<file path="config.mk">
export PLATFORM = sky130hd
export DESIGN_NAME = bk_sd_sequencer
export DESIGN_NICKNAME = d
export VERILOG_FILES = /design/src/rtl/bk_pkg.sv /design/src/rtl/edge_det.sv /design/src/rtl/bk_sd_sequencer.sv
export SDC_FILE = /design/constraint.sdc
export NUM_CORES = 1
export LEC_CHECK = 0
export ABC_CLOCK_PERIOD_IN_PS = 2450
export BUFFER_PORTS_ARGS = -buffer_cell sky130_fd_sc_hd__buf_4
export CAP_MARGIN = 40
export CELL_PAD_IN_SITES_DETAIL_PLACEMENT = 0
export CELL_PAD_IN_SITES_GLOBAL_PLACEMENT = 1
export CORE_ASPECT_RATIO = 1.1
export CORE_MARGIN = 8
export CORE_UTILIZATION = 33
export CTS_BUF_LIST = sky130_fd_sc_hd__clkbuf_4 sky130_fd_sc_hd__clkbuf_8 sky130_fd_sc_hd__clkbuf_16
export DETAILED_ROUTE_END_ITERATION = 10
export PLACE_DENSITY = 0.87
export SLEW_MARGIN = 10
export SYNTH_ARGS = -nofsm -noshare
export SYNTH_HDL_FRONTEND = slang
export SYNTH_SLANG_ARGS = --single-unit
</file>
<file path="constraint.sdc">
create_clock -name clk_sys -period 2.45 [get_ports clk_sys]
set_input_delay 0.245 -clock clk_sys [delete_from_list [all_inputs] [get_ports clk_sys]]
set_output_delay 0.245 -clock clk_sys [all_outputs]
set_load 0.05 [all_outputs]
</file>
<file path="src/rtl/bk_pkg.sv">
// Shared types and constants for the backup-RAM SD sector sequencer.
package bk_pkg;
  typedef enum logic [1:0] {IDLE, REQ, WAIT} bk_state_t;

  localparam int SECTOR_LOG2 = 9;
  localparam int LBA_W       = 32;

  // Edge detector lane assignment.
  localparam int NUM_EDGES = 4;
  localparam int E_LOAD    = 0;
  localparam int E_SAVE    = 1;
  localparam int E_DL      = 2;
  localparam int E_OSD     = 3;

  typedef struct packed {
    logic go;
    logic load;
  } bk_req_t;

  // Highest-priority trigger wins; direction follows it.
  function automatic bk_req_t bk_arbitrate(input logic autoload, input logic load,
                                           input logic save, input logic autosave);
    bk_req_t r;
    r.go   = autoload | load | save | autosave;
    r.load = autoload | load;
    return r;
  endfunction
endpackage

</file>
<file path="src/rtl/edge_det.sv">
// Registered rise/fall detector: compares the live input against its value
// from the previous clk_sys edge.
module edge_det (
  input  logic clk_sys,
  input  logic reset_n,
  input  logic d,
  output logic rise,
  output logic fall
);
  logic q;

  always_ff @(posedge clk_sys or negedge reset_n)
    if (!reset_n) q <= 1'b0;
    else          q <= d;

  assign rise = d & ~q;
  assign fall = ~d & q;
endmodule

</file>
<file path="src/rtl/bk_sd_sequencer.sv">
// Backup-RAM sector sequencer: autoload after ROM download, load/save on OSD
// request, 512-byte sectors to hps_io. Optional BK_AUTOSAVE_EN: save on OSD close.
module bk_sd_sequencer
  import bk_pkg::*;
#(
  parameter int LBA_BITS = 8
) (
  input  logic              clk_sys,
  input  logic              reset_n,
  input  logic              ioctl_download,
  input  logic              img_mounted,
  input  logic              img_readonly,
  input  logic              img_size_nz,
  input  logic [23:0]       ram_mask,
  input  logic              bk_load_req,
  input  logic              bk_save_req,
  input  logic              bsram_wr,
  input  logic              osd_status,
  input  logic              sd_ack,
  output logic [LBA_W-1:0]  sd_lba,
  output logic              sd_rd,
  output logic              sd_wr,
  output logic              bk_ena,
  output logic              bk_loading,
  output logic              bk_busy,
  output logic              bk_dirty
);
  bk_state_t             state;
  logic [LBA_BITS-1:0]   lba;
  logic                  is_load;
  logic [NUM_EDGES-1:0]  ed_in, rise_v, fall_v;
  logic                  trig_asave, last;
  bk_req_t               req;

`ifdef BK_AUTOSAVE_EN
  assign ed_in      = {osd_status, ioctl_download, bk_save_req & bk_ena, bk_load_req & bk_ena};
  assign trig_asave = fall_v[E_OSD] & bk_ena & bk_dirty;
  wire unused_edges = &{1'b0, rise_v[E_OSD], rise_v[E_DL], fall_v[E_LOAD], fall_v[E_SAVE]};
`else
  assign ed_in      = {1'b0, ioctl_download, bk_save_req & bk_ena, bk_load_req & bk_ena};
  assign trig_asave = 1'b0;
  wire unused_edges = &{1'b0, osd_status, rise_v[E_OSD], fall_v[E_OSD], rise_v[E_DL],
                        fall_v[E_LOAD], fall_v[E_SAVE]};
`endif

  for (genvar g = 0; g < NUM_EDGES; g++) begin : g_edge
    edge_det u_ed (
      .clk_sys (clk_sys),
      .reset_n (reset_n),
      .d       (ed_in[g]),
      .rise    (rise_v[g]),
      .fall    (fall_v[g])
    );
  end

  assign req = bk_arbitrate(fall_v[E_DL] & bk_ena, rise_v[E_LOAD], rise_v[E_SAVE], trig_asave);

  // Masks below one sector give ram_mask[23:9] == 0, so LBA 0 is also the last.
  assign last    = LBA_W'(lba) >= LBA_W'(ram_mask[23:SECTOR_LOG2]);
  assign sd_lba  = LBA_W'(lba);
  assign bk_busy = (state != IDLE);

  always_ff @(posedge clk_sys or negedge reset_n)
    if (!reset_n)                  bk_ena <= 1'b0;
    else if (rise_v[E_DL])         bk_ena <= 1'b0;
    else if (ioctl_download & img_mounted & img_size_nz & ~img_readonly)
                                   bk_ena <= |ram_mask;

  always_ff @(posedge clk_sys or negedge reset_n) begin
    if (!reset_n) begin
      state      <= IDLE;
      lba        <= '0;
      is_load    <= 1'b0;
      sd_rd      <= 1'b0;
      sd_wr      <= 1'b0;
      bk_loading <= 1'b0;
      bk_dirty   <= 1'b0;
    end else if (rise_v[E_DL]) begin
      state      <= IDLE;
      sd_rd      <= 1'b0;
      sd_wr      <= 1'b0;
      bk_loading <= 1'b0;
      bk_dirty   <= 1'b0;
    end else begin
      if (bsram_wr && !bk_loading) bk_dirty <= 1'b1;
      case (state)
        IDLE: if (req.go) begin
          lba        <= '0;
          is_load    <= req.load;
          bk_loading <= req.load;
          sd_rd      <= req.load;
          sd_wr      <= ~req.load;
          state      <= REQ;
        end
        REQ: if (sd_ack) begin
          sd_rd <= 1'b0;
          sd_wr <= 1'b0;
          state <= WAIT;
        end
        WAIT: if (!sd_ack) begin
          // Done clears dirty even if a write lands in the same cycle.
          if (last) begin
            bk_loading <= 1'b0;
            bk_dirty   <= 1'b0;
            state      <= IDLE;
          end else begin
            lba   <= lba + LBA_BITS'(1);
            sd_rd <= is_load;
            sd_wr <= ~is_load;
            state <= REQ;
          end
        end
        default: state <= IDLE;
      endcase
    end
  end
endmodule

</file>
==> impl_metrics.json, run 1 <==
{
  "critical_path.max_fanout": 15,
  "slew_violations": 0,
  "dp_hpwl_mm": 3.40,
  "maxCapViolCount": 0,
  "drc_errors": 0,
  "synth_cells": 183,
  "yosysSeqAreaShare_pct": 30.9,
  "coreArea_um2": 4550,
  "worst_slack_ns": 0.104,
  "internal_power_mw": 0.814,
  "total_power_mw": 1.56,
  "switching_share_pct": 47.8,
  "reg2reg_from": "lba[7]",
  "synthArstFlopShare_pct": 100,
  "antenna_cells": 0,
  "setup-tns-final_ns": 0,
  "synth_seq_cells": 19,
  "pwr-share-comb_pct": 57.7,
  "synth.distinct_cells": 36,
  "syn_to_final_growth_pct": 29.1,
  "numCtsBuffers": 3,
  "skew_ns": 0.00266,
  "avgSynthCellArea_um2": 8.40,
  "grt_max_degree": 20,
  "grt_first_pass_wirelength_mm": 6.89,
  "htree_levels": 1,
  "dp.cells": 290,
  "die_h_um": 87.6,
  "grt_pass1_vias": 1501,
  "vdd_drop_max_v": 0.000682,
  "max_freq_mhz": 426,
  "final_hold_viol_count": 0,
  "post_drt_wl_per_cell_um": 14.0,
  "cp_data_required_time_ns": 2.64,
  "syn_area_um2": 1540,
  "post-place-ws_ns": 0.110,
  "fill_cells": 492,
  "setup_viol": 0,
  "hold-worst-slack_ns": 0.121,
  "design.die.area_um2": 7100,
  "hp-class": "input port to register",
  "cellPowerDensity_nw_per_um2": 786,
  "synth_ff_type": "dfrtp_1",
  "start_util_pct": 33.7,
  "vias": 1412,
  "max_stage_delay_ns": 0.51,
  "cts.clk_slew.worst_paths_ns": 0.08,
  "synth_edf_count": 0,
  "io_pins": 73,
  "hold_start": "ioctl_download",
  "placed_cell_area_um2": 1920,
  "clockPowerShare_pct": 15.3,
  "gp_congestion": 0.758,
  "cp.arrival_ns": 2.53,
  "crit_chain": "ha_1 > and3_1 > a221o_1 > a41oi_2 > nor2_4 > or4b_1 > a21oi_1",
  "power.share.sequential_pct": 27.0,
  "startpoint": "lba[7]",
  "viasPerCell": 4.79,
  "cts_tree": "done",
  "numPortBuffers": 47,
  "design_area_um2": 1980,
  "drive_above_1_share_pct": 28.9,
  "root_buffer": "clkbuf_8",
  "totalWireLength_mm": 4.14,
  "clock_latency_ns": 0.26,
  "status": "finished, final reports clean",
  "finalCritPeriodShare_pct": 95.7,
  "drt-initial-drc-count": 68,
  "clock_path_buffers": 2,
  "crit_type": "register to register",
  "finalNonFillerCells": 295,
  "slowest_stage": "or4b_1",
  "final_nets": 288,
  "antenna_found_initial": 0,
  "utilization_pct": 43.5,
  "grtUsageTotal_pct": 12.0,
  "ant_nets": 0,
  "die_w_um": 81.1,
  "synth_warnings": 0,
  "period_needed_ns": 2.35,
  "cts_sinks": 19,
  "slew-limit-headroom_pct": 54.6,
  "switchingPower_mw": 0.745,
  "worst_pin_slew_ns": 0.674,
  "drtPass1Iterations": 4,
  "grt.overflow.total": 0,
  "cp-end-kind": "register",
  "leakagePower_nw": 1.01,
  "rows": 26,
  "start_kind": "register"
}
## power groups by stage
stage	registers, mW	logic [mW]	clock network, mW
after floorplan	0.562	0.518	0
after global placement	0.426	0.888	0
after detailed placement	0.428	0.894	0
after CTS	0.423	0.903	0.240
after global routing	0.430	0.990	0.250
final	0.421	0.900	0.238
## layer usage
metal	vias up	wire length [um]	part of all wire (%)	track usage, %
met1	656	1750	42	13.8
li1	721	-	-	-
met5	-	0	0	0
met2	31	2140	52	21.7
met4	0	24	0.58	1.95
met3	4	233	5.6	3.08
## flip-flops by register name, indices dropped and copies added (netlist names)
register and flops:
bk_dirty 1, is_load 1, state 2, bk_loading 1, sd_wr 1, sd_rd 1
bk_ena 1, lba 8, g_edge.u_ed.q 3
## placed cells by master, fill, tap and decap left out, types with 7 or more instances in the layout
cell,instances
nand3_1,8
conb_1,24
nand2_1,16
dfrtp_1,15
inv_1,15
nor3_1,7
a21oi_1,9
ha_1,13
buf_4,57
## synthesized netlist by cell type (6+ instances only)
cell type / number / area [um^2]
dfrtp_1: 19 / 475
o21ai_0: 6 / 30.0
nand3_1: 8 / 40.0
ha_1: 13 / 163
nor4_1: 6 / 37.5
nor3_1: 7 / 35.0
buf_4: 24 / 180
nand2_1: 16 / 60.1
a21oi_1: 9 / 45.0
nor2b_1: 6 / 37.5
inv_1: 15 / 56.3
## path summary, 6_finish.rpt
check                      depth (start not counted)          endpoint  slack [ns]
hold reg to reg                                    2           is_load        0.56
setup / recovery                                   7          state[0]        0.10
hold / removal                                     1  g_edge[2].u_ed.q        0.12
max in group asynchronous                          2            lba[5]        1.83
setup reg to reg                                   7          state[0]        0.10
min in group asynchronous                          2            lba[3]        0.40
## kinds of logic (layout without fill, tap and decap cells)
family / count (synthesis) / count (layout) / share of synthesized area, %
AO/OA/AOI/OAI: 37 / 37 / 16.6
AND/OR/NAND/NOR: 69 / 69 / 24.5
buffers and inverters: 44 / 77 / 17.1
other: 1 / 24 / 0.244
flip-flops: 19 / 19 / 30.9
adder cells (fa/ha/maj): 13 / 13 / 10.6
## cell type report
cell class              count  area, um^2  area share, %
repair buffers             58         438           22.1
inverters                  15        56.3           2.84
multi-input cells         143         890           44.9
well taps                  56        70.1           3.53
flip-flops and latches     19         480           24.2
clock buffers               4        48.8           2.46
## critical path: cells and delay by family (launching register included)
family	cells	cell delay, ns
adder cells (fa/ha/maj)	1	0.29
flip-flops	1	0.42
AND/OR/NAND/NOR	3	0.85
AO/OA/AOI/OAI	3	0.71
## what timing repair did
action,CTS,global route
hold buffers,1,0
endpoints found under the setup margin,0,1
endpoints found under the hold margin,19,0
gates resized for setup,0,1
buffers inserted,0,0
No activity file was read; power rests on OpenSTA's default activity.
==> inputs of run 2 (changes only) <==
- SETUP_SLACK_MARGIN: not set -> 0.5
==> impl_metrics.json, run 2 (synthesis gave the netlist of run 1 again) <==
{
  "status": "finished, final reports clean",
  "io_pins": 73,
  "setup_viol": 0,
  "finalNonFillerCells": 304,
  "cts_tree": "done",
  "grt.overflow.total": 0,
  "regMostFlops": "lba",
  "placed_cell_area_um2": 1910,
  "antenna_cells": 0,
  "drc_errors": 0,
  "post-place-ws_ns": 0.136,
  "grt_first_pass_wirelength_mm": 7.02,
  "worst_hold_path.endpoint": "g_edge[2].u_ed.q",
  "cp-end-kind": "register",
  "r2r_slack_ns": 0.21,
  "r2r_end": "state[0]",
  "numPortBuffers": 47,
  "start_util_pct": 33.7,
  "antenna_found_initial": 0,
  "layout_commonest_cell": "buf_4",
  "drtPass1Iterations": 4,
  "cts_sinks": 19,
  "cp.arrival_ns": 2.42,
  "finalCritPeriodShare_pct": 91.3,
  "root_buffer": "clkbuf_8",
  "drt-initial-drc-count": 80,
  "crit_chain": "ha_4 > and3_4 > a221o_1 > a41oi_4 > nor2_4 > or4b_4 > a21oi_2",
  "vdd_drop_max_v": 0.000366,
  "grt_max_degree": 20,
  "slew_violations": 0,
  "slowest_stage": "or4b_4",
  "start_kind": "register",
  "post_drt_wl_per_cell_um": 14.6,
  "period_needed_ns": 2.24,
  "hold_start": "ioctl_download",
  "top_regs": "lba (8), g_edge.u_ed.q (3), state (2)",
  "die_h_um": 87.6,
  "hp-class": "input port to register",
  "design_area_um2": 2200,
  "viasPerCell": 4.87,
  "grt_pass1_vias": 1532,
  "slew-limit-headroom_pct": 56.8,
  "drive_above_1_share_pct": 39.5,
  "r2r_cells": 7,
  "syn_to_final_growth_pct": 43.1,
  "rows": 26,
  "final_nets": 297,
  "coreArea_um2": 4550,
  "cts.clk_slew.worst_paths_ns": 0.08,
  "totalWireLength_mm": 4.43,
  "clock_path_buffers": 2,
  "ant_nets": 0,
  "critical_path.max_fanout": 5,
  "cp_data_required_time_ns": 2.63,
  "design.die.area_um2": 7100,
  "hold-worst-slack_ns": 0.129,
  "maxCapViolCount": 0,
  "dp.cells": 282,
  "clock_latency_ns": 0.25,
  "largest_register_ffs": 8,
  "reg2reg_from": "lba[7]",
  "crit_type": "register to register",
  "setup-tns-final_ns": 0,
  "max_stage_delay_ns": 0.52,
  "rsz0062_at_grt": "true",
  "worst_slack_ns": 0.213,
  "htree_levels": 1,
  "grtUsageTotal_pct": 12.1,
  "leakagePower_nw": 1.08,
  "gp_congestion": 0.778,
  "die_w_um": 81.1,
  "cellPowerDensity_nw_per_um2": 718,
  "numCtsBuffers": 3,
  "max_freq_mhz": 447,
  "final_hold_viol_count": 0,
  "dp_hpwl_mm": 3.31,
  "final_cell_mix": "63 x buf_4, 24 x conb_1, 15 x inv_1, 15 x nand2_1, 11 x dfrtp_1",
  "worst_pin_slew_ns": 0.642,
  "skew_ns": 0.00463,
  "total_power_mw": 1.58,
  "utilization_pct": 48.3,
  "worstHoldPathCells": 1,
  "vias": 1481
}
-- run 2: cell types whose count changed in the layout (fill, tap and decap cells not counted), sizes merged --
cell	change
nor2	+1
clkinv	+1
buf	+8
clkbuf	-1
-- run 2: final cells by class --
| cell class | instances | area (um^2) |
|---|---|---|
| fill | 442 | 2360 |
| multi-input combinational | 144 | 1030 |
| tap | 56 | 70.1 |
| clock buffer | 3 | 41.3 |
| clock inverter | 1 | 5.00 |
| timing repair buffer | 66 | 505 |
| inverter | 15 | 56.3 |
| sequential | 19 | 485 |
-- run 2: worst max path at each step --
stage | startpoint | endpoint | slack (ns) | cells past startpoint
2_1_floorplan | lba[5] | lba[6] | 0.15 | 8
3_3_place_gp | lba[5] | state[0] | 0.16 | 7
3_5_place_dp | lba[5] | state[0] | 0.14 | 7
4_1_cts | lba[6] | state[0] | 0.23 | 7
5_1_grt | lba[3] | state[0] | 0.13 | 7
6_report | lba[7] | state[0] | 0.21 | 7
-- run 2: where the power goes --
part,internal (mW),switching (mW)
logic,0.326,0.603
clock network,0.113,0.105
registers,0.379,0.0523
total,0.818,0.760
-- run 2: worst max-delay path, delay by kind of cell, from the launching register on --
kind / cells / cell delay, ns
AO/OA/AOI/OAI: 3 / 0.73
adder cells (fa/ha/maj): 1 / 0.22
flip-flops: 1 / 0.43
AND/OR/NAND/NOR: 3 / 0.77
-- run 2: what timing repair did --
item                       4_1_cts  5_1_grt
hold buffers                     1        0
setup endpoints to repair       13       13
cloned                           1        0
gates resized for setup          6       17
hold endpoints to repair        19        0
pin swaps                        5       12
buffers inserted                 8        8
-- run 2: layer usage --
layer	vias to the layer above	global-route usage, %	share of wire, %
li1	744	-	-
met1	685	14.5	41
met2	50	20.9	52
met3	2	3.08	7.3
met4	0	2.93	0.14
met5	-	0	0
